`config.mk`:
```
export PLATFORM = sky130hd
export DESIGN_NAME = mem_arbiter
export DESIGN_NICKNAME = d
export VERILOG_FILES = /design/src/rtl/mem_arbiter_pkg.sv /design/src/rtl/mem_arbiter.sv
export SDC_FILE = /design/constraint.sdc
export NUM_CORES = 1
export LEC_CHECK = 0
export BUFFER_PORTS_ARGS = -buffer_cell sky130_fd_sc_hd__buf_2
export CAP_MARGIN = 20
export CORE_MARGIN = 4
export CORE_UTILIZATION = 25
export CTS_BUF_LIST = sky130_fd_sc_hd__clkbuf_2 sky130_fd_sc_hd__clkbuf_4 sky130_fd_sc_hd__clkbuf_8
export DETAILED_ROUTE_END_ITERATION = 10
export RECOVER_POWER = 25
export SLEW_MARGIN = 20
export SYNTH_ARGS = -nofsm -noshare
export SYNTH_HDL_FRONTEND = slang
export SYNTH_SLANG_ARGS = --single-unit
export TNS_END_PERCENT = 1
```
`constraint.sdc`:
```
create_clock -name clk -period 3.33 [get_ports clk]
set_clock_uncertainty 0.1 [all_clocks]
set_input_delay 0.333 -clock clk [delete_from_list [all_inputs] [get_ports clk]]
set_output_delay 0.333 -clock clk [all_outputs]
set_load 0.02 [all_outputs]
```
`src/rtl/mem_arbiter_pkg.sv`:
```
// Shared definitions for the memory-port arbiter: FSM states, direction and size codes, IO window.
package mem_arbiter_pkg;

  typedef enum logic [1:0] {
    STATE_IDLE  = 2'b00,
    STATE_LS_RD = 2'b01,
    STATE_LS_WR = 2'b10,
    STATE_IF_RD = 2'b11
  } state_e;

  localparam logic RAM_LOAD  = 1'b0;
  localparam logic RAM_STORE = 1'b1;

  localparam logic [2:0] SIZE_B = 3'd1;
  localparam logic [2:0] SIZE_H = 3'd2;
  localparam logic [2:0] SIZE_W = 3'd4;

  localparam logic [1:0] IO_SEL_DEF = 2'b11;

  // Anything other than a byte or halfword transfers a full word.
  function automatic logic [2:0] norm_size(input logic [2:0] size);
    case (size)
      SIZE_B, SIZE_H: return size;
      default:        return SIZE_W;
    endcase
  endfunction

endpackage

```
`src/rtl/mem_arbiter.sv`:
```
// Byte-wide RAM/IO port arbiter: fixed-priority load/store over fetch, one byte per cycle,
// little-endian assembly, rollback flush of reads and IO back-pressure on writes.
module mem_arbiter
  import mem_arbiter_pkg::*;
#(
  parameter int         ADDR_W = 32,
  parameter logic [1:0] IO_SEL = IO_SEL_DEF
) (
  input  logic              clk,
  input  logic              rst,
  input  logic              rdy,
  input  logic              ls_en,
  input  logic [ADDR_W-1:0] ls_addr,
  input  logic [31:0]       ls_wdata,
  input  logic [2:0]        ls_size,
  input  logic              ls_wr,
  output logic              ls_finish,
  output logic [31:0]       ls_rdata,
  input  logic              if_en,
  input  logic [ADDR_W-1:0] if_addr,
  output logic              if_finish,
  output logic [31:0]       if_inst,
  input  logic              rollback,
  input  logic              io_buffer_full,
  input  logic [7:0]        mem_din,
  output logic [7:0]        mem_dout,
  output logic [ADDR_W-1:0] mem_a,
  output logic              mem_wr
);

  state_e            state, state_nxt;
  logic [2:0]        cnt, len;
  logic [ADDR_W-1:0] base, cur_addr;
  logic [31:0]       wbuf, asm_q, rd_word, ls_rdata_q, if_inst_q;

  logic              ls_pend_v, ls_pend_wr;
  logic [2:0]        ls_pend_size;
  logic [ADDR_W-1:0] ls_pend_addr;
  logic [31:0]       ls_pend_wdata;
  logic              if_pend_v;
  logic [ADDR_W-1:0] if_pend_addr;

  logic              ls_take, if_take, ls_req_v, if_req_v, ls_req_wr;
  logic [2:0]        ls_req_size;
  logic [ADDR_W-1:0] ls_req_addr, if_req_addr;
  logic [31:0]       ls_req_wdata;

  logic              start_ls, start_if, step, wr_c, io_stall;
  logic              ls_rd_done, if_rd_done, ls_wr_done;

  // A same-cycle pulse is visible to arbitration directly; rollback filters out loads and fetches.
  always_comb begin
    ls_take      = ls_en && (!rollback || ls_wr == RAM_STORE);
    if_take      = if_en && !rollback;
    ls_req_v     = ls_take || (ls_pend_v && !(rollback && ls_pend_wr == RAM_LOAD));
    if_req_v     = if_take || (if_pend_v && !rollback);
    ls_req_wr    = ls_take ? ls_wr    : ls_pend_wr;
    ls_req_size  = ls_take ? ls_size  : ls_pend_size;
    ls_req_addr  = ls_take ? ls_addr  : ls_pend_addr;
    ls_req_wdata = ls_take ? ls_wdata : ls_pend_wdata;
    if_req_addr  = if_take ? if_addr  : if_pend_addr;
  end

  assign cur_addr = base + ADDR_W'(cnt);
  assign io_stall = io_buffer_full && (cur_addr[17:16] == IO_SEL);

  // Byte cnt-1 arrives on mem_din this cycle; merge it so the finish cycle sees the full word.
  always_comb begin
    rd_word = asm_q;
    for (int unsigned b = 0; b < 4; b++) begin
      if (cnt != 3'd0 && (cnt - 3'd1) == 3'(b)) rd_word[8*b +: 8] = mem_din;
    end
  end

  always_comb begin
    state_nxt  = state;
    start_ls   = 1'b0;
    start_if   = 1'b0;
    step       = 1'b0;
    wr_c       = 1'b0;
    ls_rd_done = 1'b0;
    if_rd_done = 1'b0;
    ls_wr_done = 1'b0;
    mem_a      = '0;
    mem_dout   = '0;
    case (state)
      STATE_IDLE: begin
        if (ls_req_v) begin
          start_ls  = 1'b1;
          state_nxt = (ls_req_wr == RAM_STORE) ? STATE_LS_WR : STATE_LS_RD;
        end else if (if_req_v) begin
          start_if  = 1'b1;
          state_nxt = STATE_IF_RD;
        end
      end
      STATE_LS_RD, STATE_IF_RD: begin
        if (cnt == len) begin
          ls_rd_done = (state == STATE_LS_RD) && !rollback;
          if_rd_done = (state == STATE_IF_RD) && !rollback;
          state_nxt  = STATE_IDLE;
        end else begin
          mem_a = cur_addr;
          step  = 1'b1;
        end
        if (rollback) state_nxt = STATE_IDLE;
      end
      STATE_LS_WR: begin
        if (cnt == len) begin
          ls_wr_done = 1'b1;
          state_nxt  = STATE_IDLE;
        end else begin
          mem_a    = cur_addr;
          mem_dout = wbuf[{cnt[1:0], 3'b000} +: 8];
          if (!io_stall) begin
            wr_c = 1'b1;
            step = 1'b1;
          end
        end
      end
    endcase
  end

  assign mem_wr    = wr_c && rdy;
  assign ls_finish = (ls_rd_done || ls_wr_done) && rdy;
  assign if_finish = if_rd_done && rdy;
  assign ls_rdata  = (ls_rd_done && rdy) ? rd_word : ls_rdata_q;
  assign if_inst   = (if_rd_done && rdy) ? rd_word : if_inst_q;

  always_ff @(posedge clk or negedge rst) begin
    if (!rst) begin
      state         <= STATE_IDLE;
      cnt           <= '0;
      len           <= '0;
      base          <= '0;
      wbuf          <= '0;
      asm_q         <= '0;
      ls_rdata_q    <= '0;
      if_inst_q     <= '0;
      ls_pend_v     <= 1'b0;
      ls_pend_wr    <= 1'b0;
      ls_pend_size  <= '0;
      ls_pend_addr  <= '0;
      ls_pend_wdata <= '0;
      if_pend_v     <= 1'b0;
      if_pend_addr  <= '0;
    end else if (rdy) begin
      state <= state_nxt;

      if (start_ls) begin
        ls_pend_v <= 1'b0;
      end else if (ls_take) begin
        ls_pend_v     <= 1'b1;
        ls_pend_wr    <= ls_wr;
        ls_pend_size  <= ls_size;
        ls_pend_addr  <= ls_addr;
        ls_pend_wdata <= ls_wdata;
      end else if (rollback && ls_pend_wr == RAM_LOAD) begin
        ls_pend_v <= 1'b0;
      end

      if (start_if) begin
        if_pend_v <= 1'b0;
      end else if (if_take) begin
        if_pend_v    <= 1'b1;
        if_pend_addr <= if_addr;
      end else if (rollback) begin
        if_pend_v <= 1'b0;
      end

      if (start_ls) begin
        base  <= ls_req_addr;
        len   <= norm_size(ls_req_size);
        wbuf  <= ls_req_wdata;
        cnt   <= '0;
        asm_q <= '0;
      end else if (start_if) begin
        base  <= if_req_addr;
        len   <= SIZE_W;
        cnt   <= '0;
        asm_q <= '0;
      end else begin
        if (step) cnt <= cnt + 3'd1;
        if (state == STATE_LS_RD || state == STATE_IF_RD) asm_q <= rd_word;
      end

      if (ls_rd_done) ls_rdata_q <= rd_word;
      if (if_rd_done) if_inst_q  <= rd_word;
    end
  end

endmodule

```
==> results.py, run 1 <==
metrics = {
    "status": {
        "outcome": "complete, but fails checks",
        "violations": "capacitance limit, slew limit",
    },
    "timing": {
        "setup_viol_count_final": 0,
        "final_hold_viol_count": 0,
        "tightest_slew_ns": 2.52,
        "rsz0062_at_grt": "true",
        "layout_setup_ws_ns": 0.0511,
        "holdWs_ns": 0.0612,
        "post-route-period-util": 0.985,
        "max_freq_ghz": 0.305,
        "drv_slew": 98,
        "period_needed_ns": 3.28,
        "fin_setup_tns_ns": 0,
        "slew_headroom": -0.677,
    },
    "layout": {
        "final_common_cell": "dfrtp_1",
        "final_net_count": 1667,
        "final_core_util": 0.343,
        "final_cell_area_sq_um": 17300,
        "layout_common_cells": "dfrtp_1, nand2_1, buf_2",
        "layout-drive-gt1-share": 0.304,
        "fin_cells": 2260,
        "area_growth_pct": 34.9,
    },
    "critical_path": {
        "reg2reg_setup_slack_ns": 0.56,
        "reg2reg_to": "cnt[0]",
        "critPathRequiredTime_ns": 2.90,
        "criticalPathCategory": "reg -> out",
        "worstPathArrival_ns": 2.85,
        "crit_path_end_kind": "output port",
        "reg2regPathDepth": 10,
        "r2r_start": "cnt[0]",
        "crit_fanout": 7,
        "start_kind": "flip-flop",
        "cp-startpoint": "cnt[0]",
    },
    "die": {
        "chipHeight_microns": 234,
        "initial_core_util": 0.254,
        "die-area_sq_um": 54900,
        "dieWidth_microns": 234,
        "pin_count": 222,
        "core_area_sq_um": 50400,
        "row_count": 82,
    },
    "global_route": {
        "antenna_found_initial": 6,
        "grt_overflow": 0,
        "grt.total_usage": 0.138,
        "grt_pass1_vias": 10301,
        "grt_max_degree": 100,
        "grt_pass1_wl_microns": 59000,
    },
    "clock_tree": {
        "cts_tree": "done",
        "numCtsBuffers": 51,
        "clkTransAtPathRegs_ns": 0.06,
        "clk_path_buf_depth": 3,
        "worst_skew_pair.late_latency_ns": 0.62,
        "htree_levels": 2,
        "cts.sinks": 270,
        "root_buffer": "clkbuf_8",
    },
    "synthesis": {
        "synthArstFlopShare": 1.00,
        "synth.distinct_cells": 58,
        "synth_edf_count": 0,
        "synth_ff_type": "dfrtp_1",
        "syn_avg_cell_area_sq_um": 10.6,
        "syn_nets": 1338,
        "yosys_warnings": 0,
        "syn_area_sq_um": 12800,
        "ys_seq_area_frac": 0.527,
        "synth_cells": 1214,
        "ys_seq_elements": 270,
    },
    "job": {
        "drv_cap": 1,
    },
    "power": {
        "total_power_mw": 14.3,
        "pwr_density_cell_nw_per_um2": 824,
        "leakage_nw": 8.17,
        "vdd_drop_max_uv": 481,
    },
    "place": {
        "dp_hpwl_microns": 26200,
        "gp_congestion": 0.772,
        "dp_slack_ns": 0.240,
        "io_buffers": 221,
        "place_inst": 2051,
        "placed_cell_area_sq_um": 14700,
    },
    "routing": {
        "firstDrtPassIters": 6,
        "ant_nets": 0,
        "avgRoutedWirePerCell_microns": 17.2,
        "vias": 10225,
        "drtIter0Drc": 449,
        "viasPerCell": 4.52,
        "wl_microns": 38800,
        "drc_errors": 0,
    },
    "hold_path": {
        "hold-path-endpoint": "asm_q[27]",
        "hp-start": "mem_din[3]",
        "hold_depth": 2,
        "holdCritPathClass": "in -> reg",
    },
}
layer usage:
metal,global-route usage,routed length (microns),vias to the layer above
met5,0,41,-
met2,0.223,18200,244
met3,0.0289,2000,75
li1,-,-,4926
met4,0.0515,1080,6
met1,0.184,17500,4974
where the power goes:
part / total, mW / internal [mW] / switching [mW]
sequential: 5.08 / 4.36 / 0.717
clock: 3.96 / 2.45 / 1.51
combinational: 5.21 / 2.21 / 3.00
total: 14.3 / 9.02 / 5.23
cells in the mapped netlist (all sizes together) (2+ instances only):
cell / number / share of area
dfrtp: 270 / 0.53
nand2: 230 / 0.067
o21ai: 144 / 0.057
mux2i: 128 / 0.10
nor2: 72 / 0.021
mux2: 67 / 0.059
clkbuf: 51 / 0.017
a31oi: 33 / 0.016
a22o: 32 / 0.022
buf: 31 / 0.012
xor2: 21 / 0.014
nand3: 20 / 0.0092
and3: 16 / 0.0081
inv: 13 / 0.0038
a21oi: 10 / 0.0042
ha: 8 / 0.0078
mux4: 8 / 0.014
nand4: 8 / 0.0044
xnor2: 7 / 0.0048
and2: 5 / 0.0027
nor3: 5 / 0.0020
or3: 5 / 0.0025
nand2b: 4 / 0.0020
a32o: 3 / 0.0023
and4: 3 / 0.0021
a21o: 2 / 0.0012
nor3b: 2 / 0.0012
o21ba: 2 / 0.0016
o2bb2ai: 2 / 0.0014
or2: 2 / 0.00098
how the worst max path moves through the flow:
stage	slack (ns)	endpoint	cells after the start
after floorplan	0.58	ls_rdata[0]	9
after global placement	0.28	ls_rdata[0]	9
after detailed placement	0.24	ls_rdata[0]	9
after CTS	-0.08	ls_rdata[25]	7
after global routing	-0.1	mem_a[30]	8
final	0.05	mem_a[26]	8
registers in the layout (all words and copies together), names as in the netlist:
name and cells:
ls_pend_wdata 32, ls_pend_v 1, len 3, state 2, ls_pend_wr 1, ls_pend_addr 32
ls_pend_size 3, base 32, wbuf 32, if_inst_q 32, if_pend_addr 32, cnt 3
ls_rdata_q 32, if_pend_v 1, asm_q 32
worst max-delay path, stage by stage (launching register included):
cell,delay (ns)
dfrtp_2,0.41
ha_4,0.16
fa_2,0.20
a21o_1,0.13
nor4b_4,0.41
nand3_2,0.21
or3_1,0.38
a21oi_2,0.17
buf_4,0.16
kinds of logic (layout without fill, tap and decap cells):
logic type      Yosys count  after routing  share of synthesized area
other cells               0              3                          0
flops                   270            270                      0.527
buf+inv                  95            466                     0.0319
mux                     203            203                      0.173
simple gates            375            375                      0.127
compound gates          234            234                      0.112
fa+ha+maj                 9              9                    0.00937
xor+xnor                 28             28                     0.0191
what timing repair did:
action	in CTS	in global routing
pin swaps	3	9
hold buffers	106	0
endpoints found under the setup margin	75	83
resized for setup	45	63
hold endpoints to repair	237	0
buffers inserted	6	0
cell type report:
cell class | count | area (sq um)
Inverter | 13 | 48.8
Tap cell | 672 | 841
Antenna cell | 3 | 7.51
Clock buffer | 76 | 990
Fill cell | 5046 | 33100
Timing Repair Buffer | 358 | 2510
Clock inverter | 19 | 279
Sequential cell | 270 | 6760
Multi-Input combinational cell | 849 | 5860
Note: power is estimated with default switching activity, not from simulation.
==> inputs of run 2 (changes only) <==
Settings changed: CELL_PAD_IN_SITES_DETAIL_PLACEMENT set to 1, CELL_PAD_IN_SITES_GLOBAL_PLACEMENT set to 1, PLACE_DENSITY_LB_ADDON set to 0.1.
Clock period 3.33 ns to 3.9 ns, I/O delays scaled along.
==> run 2 against run 1 <==
Power decreased by 17%; clock power decreased by 19%; register-to-register slack improved by 0.49 ns; core utilization decreased by 0.85 points; sequential cell count unchanged; first-iteration DRC count decreased by 11%; sequential share of layout area increased by 0.99 points; routed wire length increased by 7.7%; critical endpoint is now mem_a[29]; the run still ends with capacitance limit, slew limit left.
==> results.py, run 2 (same netlist as run 1, synthesis figures left out) <==
metrics = {
    "critical_path": {
        "start_kind": "flip-flop",
        "slowest_stage": "a2111oi_4",
        "critPathMaxStageDelay_ns": 0.63,
        "crit_path_end_kind": "output port",
        "critPathRequiredTime_ns": 3.41,
        "crit_fanout": 7,
        "path_cells": "ha_1 -> a21oi_1 -> a2111oi_4 -> and3_4 -> nand3_1 -> xor2_1 -> nor2_1 -> buf_2",
        "worstPathArrival_ns": 3.15,
        "criticalPathCategory": "reg -> out",
    },
    "clock_tree": {
        "cts.sinks": 270,
        "clk_path_buf_depth": 3,
        "cts_tree": "done",
        "numCtsBuffers": 54,
        "htree_levels": 2,
        "worst_skew_pair.late_latency_ns": 0.63,
        "clkTransAtPathRegs_ns": 0.06,
        "root_buffer": "clkbuf_8",
    },
    "global_route": {
        "grt_pass1_wl_microns": 65100,
        "grt_pass1_vias": 10971,
        "grt_overflow": 0,
        "grt_max_degree": 89,
        "grt.total_usage": 0.152,
        "antenna_found_initial": 6,
    },
    "layout": {
        "fill_cells": 5691,
        "layout-drive-gt1-share": 0.285,
        "layout_common_cells": "dfrtp_1, nand2_1, buf_2",
        "area_growth_pct": 31.6,
        "multi_input_area_sq_um": 5690,
        "seqCellArea_sq_um": 6760,
        "final_common_cell": "dfrtp_1",
        "final_net_count": 1659,
    },
    "timing": {
        "holdWs_ns": 0.0619,
        "fin_setup_tns_ns": 0,
        "slew_headroom": -0.634,
        "drv_slew": 89,
        "tightest_slew_ns": 2.45,
        "post-route-period-util": 0.934,
        "final_hold_viol_count": 0,
        "max_freq_ghz": 0.274,
        "rsz0062_at_grt": "false",
        "period_needed_ns": 3.64,
        "layout_setup_ws_ns": 0.256,
        "setup_viol_count_final": 0,
    },
    "die": {
        "die-area_sq_um": 54900,
        "chipHeight_microns": 234,
        "dieWidth_microns": 234,
        "core_area_sq_um": 50400,
        "row_count": 82,
        "initial_core_util": 0.254,
        "pin_count": 222,
    },
    "routing": {
        "drc_errors": 0,
        "avgRoutedWirePerCell_microns": 18.5,
        "firstDrtPassIters": 4,
        "wl_microns": 41800,
        "vias": 10206,
        "viasPerCell": 4.53,
        "drtIter0Drc": 399,
        "ant_nets": 0,
    },
    "place": {
        "dp_slack_ns": 0.702,
        "io_buffers": 221,
        "dp_hpwl_microns": 27900,
        "gp_congestion": 0.726,
    },
    "hold_path": {
        "holdCritPathClass": "in -> reg",
    },
    "power": {
        "leakage_nw": 8.08,
        "pwr_density_cell_nw_per_um2": 697,
        "total_power_mw": 11.8,
        "vdd_drop_max_uv": 313,
    },
    "status": {
        "outcome": "complete, but fails checks",
        "violations": "capacitance limit, slew limit",
    },
    "job": {
        "drv_cap": 1,
    },
}
## run 2: cell types whose count changed in the layout (fill, tap and decap cells not counted), sizes merged
cell | before | now
diode | 3 | 2
dlygate4sd3 | 106 | 101
bufinv | 7 | 1
clkbuf | 78 | 97
buf | 250 | 240
clkinv | 9 | 5
## run 2: final cells by class
type                       count  share of cell area
timing repair buffer         347               0.137
sequential                   270               0.401
antenna                        2            0.000297
tap                          672              0.0499
clock buffer                  91              0.0669
clock inverter                 9             0.00467
multi-input combinational    849               0.338
inverter                      13             0.00289
## run 2: worst max-delay path, delay by kind of cell (launching register included)
family | cells | cell delay, ns
adders and majority gates | 1 | 0.37
DFF | 1 | 0.48
and+or+nand+nor | 3 | 0.56
xor gates and xnor gates | 1 | 0.15
AOI/OAI and AO/OA | 2 | 0.77
buffers and inverters | 1 | 0.20
## run 2: metrics by stage
step	area [sq um]	instances	util
detailed placement	14700	2048	0.291
floorplan	12800	1214	-
global route	16900	2253	0.335
global placement	14700	2048	0.291
CTS	16900	2249	0.335
finish	16900	2253	0.335
## run 2: report_power, final
group / internal (mW) / switching [mW] / total, mW
sequential: 3.72 / 0.622 / 4.35
clock: 1.88 / 1.32 / 3.20
combinational: 1.73 / 2.48 / 4.22
total: 7.34 / 4.42 / 11.8
## run 2: path summary, 6_finish.rpt
kind | from | end | slack [ns] | depth (start not counted)
setup / recovery | cnt[2] | mem_a[29] | 0.26 | 8
hold / removal | ls_addr[16] | ls_pend_addr[16] | 0.06 | 3
setup reg to reg | cnt[0] | cnt[0] | 1.05 | 9
hold reg to reg | if_inst_q[28] | if_inst_q[28] | 0.38 | 2
max in group asynchronous | rst | ls_rdata_q[15] | 0.65 | 3
min in group asynchronous | rst | if_pend_addr[9] | 0.94 | 2
## run 2: layer usage
| metal | vias up | track usage | wire length (microns) |
|---|---|---|---|
| met5 | - | 0 | 44 |
| li1 | 4909 | - | - |
| met1 | 5046 | 0.200 | 19200 |
| met4 | 6 | 0.0445 | 967 |
| met3 | 76 | 0.0339 | 1890 |
| met2 | 169 | 0.253 | 19700 |
## run 2: timing repair
item | 4_1_cts | 5_1_grt
endpoints found under the setup margin | 6 | 19
gates resized for setup | 1 | 4
pin swaps | 0 | 0
hold endpoints to repair | 220 | 0
hold buffers | 101 | 0
buffers inserted | 0 | 2
==> inputs of run 3 (changes only) <==
Settings changed: ABC_AREA set to 1, CTS_CLUSTER_SIZE set to 40, RECOVER_POWER 25 to 100.
==> run 3 against run 2 <==
The flow still finishes with violations (capacitance limit, slew limit); area after synthesis rose by 2.0%; global-route usage rose by 1.5 points; power rose by 15%; register-to-register slack got worse by 0.64 ns; via count rose by 14%; critical path depth rose by 1; synthesized cell count rose by 27%; die area rose by 1.9%; first-iteration DRC count rose by 17%.
==> results.py, run 3 <==
metrics = {
    "status": {
        "outcome": "complete, but fails checks",
        "violations": "capacitance limit, slew limit",
    },
    "routing": {
        "drtIter0Drc": 468,
        "drc_errors": 0,
        "met1Wirelength_microns": 23500,
        "viasPerCell": 4.57,
        "avgRoutedWirePerCell_microns": 18.5,
        "wl_microns": 47100,
        "routed-wl-met3_microns": 1970,
        "ant_nets": 0,
        "highest-signal-layer": "met5",
        "firstDrtPassIters": 6,
        "wl_met2_microns": 20700,
        "vias": 11633,
    },
    "layout": {
        "layout_common_cells": "nand2_1, dfrtp_1, buf_2",
        "final_common_cell": "nand2_1",
        "final_net_count": 1946,
        "area_growth_pct": 28.5,
        "final_cell_area_sq_um": 16800,
        "layout-drive-gt1-share": 0.195,
        "final_core_util": 0.326,
    },
    "place": {
        "io_buffers": 221,
        "placed_cell_area_sq_um": 14900,
        "gp_congestion": 0.778,
        "dp_hpwl_microns": 33300,
    },
    "clock_tree": {
        "worst_skew_pair.late_latency_ns": 0.66,
        "cts.sinks": 270,
        "clkTransAtPathRegs_ns": 0.06,
        "htree_levels": 2,
        "clk_path_buf_depth": 3,
        "root_buffer": "clkbuf_8",
        "cts_tree": "done",
        "numCtsBuffers": 54,
    },
    "hold_path": {
        "hold-path-endpoint": "if_pend_addr[10]",
        "holdCritPathClass": "in -> reg",
        "hp-start": "if_addr[10]",
        "hold_depth": 5,
    },
    "timing": {
        "setup_viol_count_final": 0,
        "tightest_slew_ns": 2.14,
        "post-route-period-util": 0.927,
        "period_needed_ns": 3.61,
        "final_hold_viol_count": 0,
        "max_freq_ghz": 0.277,
        "slew_headroom": -0.424,
        "drv_slew": 156,
        "rsz0062_at_grt": "true",
    },
    "critical_path": {
        "start_kind": "flip-flop",
        "reg2reg_to": "base[17]",
        "critPathRequiredTime_ns": 3.41,
        "worstPathArrival_ns": 3.12,
        "criticalPathCategory": "reg -> out",
        "crit_path_end_kind": "output port",
        "reg2regPathDepth": 7,
        "r2r_start": "state[0]",
        "reg2reg_setup_slack_ns": 0.41,
        "crit_fanout": 20,
    },
    "global_route": {
        "antenna_found_initial": 4,
        "grt_pass1_wl_microns": 74200,
        "grt_max_degree": 80,
        "grt_pass1_vias": 12400,
        "grt.total_usage": 0.168,
        "grt_overflow": 0,
    },
    "die": {
        "row_count": 83,
        "chipHeight_microns": 237,
        "die-area_sq_um": 56000,
        "core_area_sq_um": 51500,
        "dieWidth_microns": 237,
        "initial_core_util": 0.254,
        "pin_count": 222,
    },
    "synthesis": {
        "synth_top_area_frac": 0.517,
        "synth_commonest_cells": "nand2_1, dfrtp_1, o21ai_0",
        "synth_area_leader_cell": "dfrtp_1",
        "synth_cells": 1537,
        "synth.most_common_cell": "nand2_1",
        "synth.distinct_cells": 34,
        "syn_avg_cell_area_sq_um": 8.50,
        "synthArstFlopShare": 1.00,
        "netlist_top_cells_area": "dfrtp_1, nand2_1, o21ai_0",
        "ys_seq_elements": 270,
        "synth_ff_type": "dfrtp_1",
        "synth_edf_count": 0,
        "syn_area_sq_um": 13100,
        "yosys_warnings": 0,
        "ys_seq_area_frac": 0.517,
        "syn_nets": 1661,
    },
    "job": {
        "drv_cap": 3,
    },
    "power": {
        "leakage_nw": 8.09,
        "vdd_drop_max_uv": 225,
        "pwr_density_cell_nw_per_um2": 807,
    },
}
## run 3: cell count changes in the layout (fill, tap and decap cells not counted), sizes merged, moves of 28 or more
cell | before | now
a21oi | 10 | 57
a22o | 32 | 2
a31oi | 33 | 5
dlygate4sd3 | 101 | 67
inv | 14 | 132
mux2 | 67 | 0
mux2i | 128 | 63
nand2 | 230 | 358
nor2 | 72 | 115
o21a | 0 | 68
o21ai | 144 | 243
o22ai | 0 | 33
## run 3: cells by family after synthesis
| logic type | Yosys count | share of synthesized area |
|---|---|---|
| AO/OA/AOI/OAI | 433 | 0.189 |
| XOR/XNOR | 8 | 0.00536 |
| adder cells (fa/ha/maj) | 9 | 0.00919 |
| buffers and inverters | 219 | 0.0693 |
| flip-flops | 270 | 0.517 |
| multiplexers | 63 | 0.0483 |
| AND/OR/NAND/NOR | 535 | 0.162 |
## run 3: per-layer routing
metal / track usage / vias up
met2: 0.259 / 196
met1: 0.243 / 5684
met3: 0.0305 / 59
met5: 0 / -
met4: 0.0435 / 2
li1: - / 5692
## run 3: worst max-delay path by stage
stage	from	endpoint	slack (ns)
floorplan	cnt[1]	if_inst[14]	1.0
global placement	cnt[1]	ls_rdata[19]	0.45
detailed placement	cnt[1]	ls_rdata[19]	0.30
CTS	cnt[1]	if_inst[6]	-0.02
global route	cnt[0]	if_inst[2]	-0.02
finish	cnt[0]	if_inst[5]	0.29
## run 3: critical path: stages (launching register included)
cell,delay (ns)
dfrtp_1,0.44
inv_1,0.06
buf_4,0.20
ha_1,0.24
o21ai_1,0.34
nand3_2,0.39
o21ai_0,0.42
nand2_1,0.09
o21a_1,0.14
buf_2,0.16
## run 3: area by class of cell
class | count | area (sq um)
Clock inverter | 12 | 130
Antenna cell | 2 | 5.00
Tap cell | 680 | 851
Multi-Input combinational cell | 1048 | 5440
Clock buffer | 87 | 1090
Sequential cell | 270 | 6760
Fill cell | 6159 | 34700
Timing Repair Buffer | 315 | 2010
Inverter | 133 | 504
## run 3: through the flow
stage	power [mW]	setup WS, ns	setup TNS (ns)	hold WS, ns	std cells
floorplan	8.28	0.999	0	-0.00559	1537
global placement	10.3	0.450	0	0.346	2377
detailed placement	10.4	0.298	0	0.340	2377
CTS	13.9	-0.0161	-0.0656	0.0102	2545
global route	14.7	-0.0246	-0.0707	0.0620	2545
finish	13.6	0.285	0	0.0785	2547
## run 3: power by group
group,internal (mW),switching [mW]
Sequential,4.02,0.665
Clock,1.91,1.34
Combinational,1.88,3.75
## run 3: what timing repair did
| action | in CTS | in global routing |
|---|---|---|
| hold endpoints to repair | 172 | 0 |
| resized for setup | 11 | 10 |
| hold buffers | 67 | 0 |
| pin swaps | 1 | 0 |
| buffers inserted | 2 | 0 |
| cloned | 0 | 0 |
| endpoints found under the setup margin | 48 | 66 |
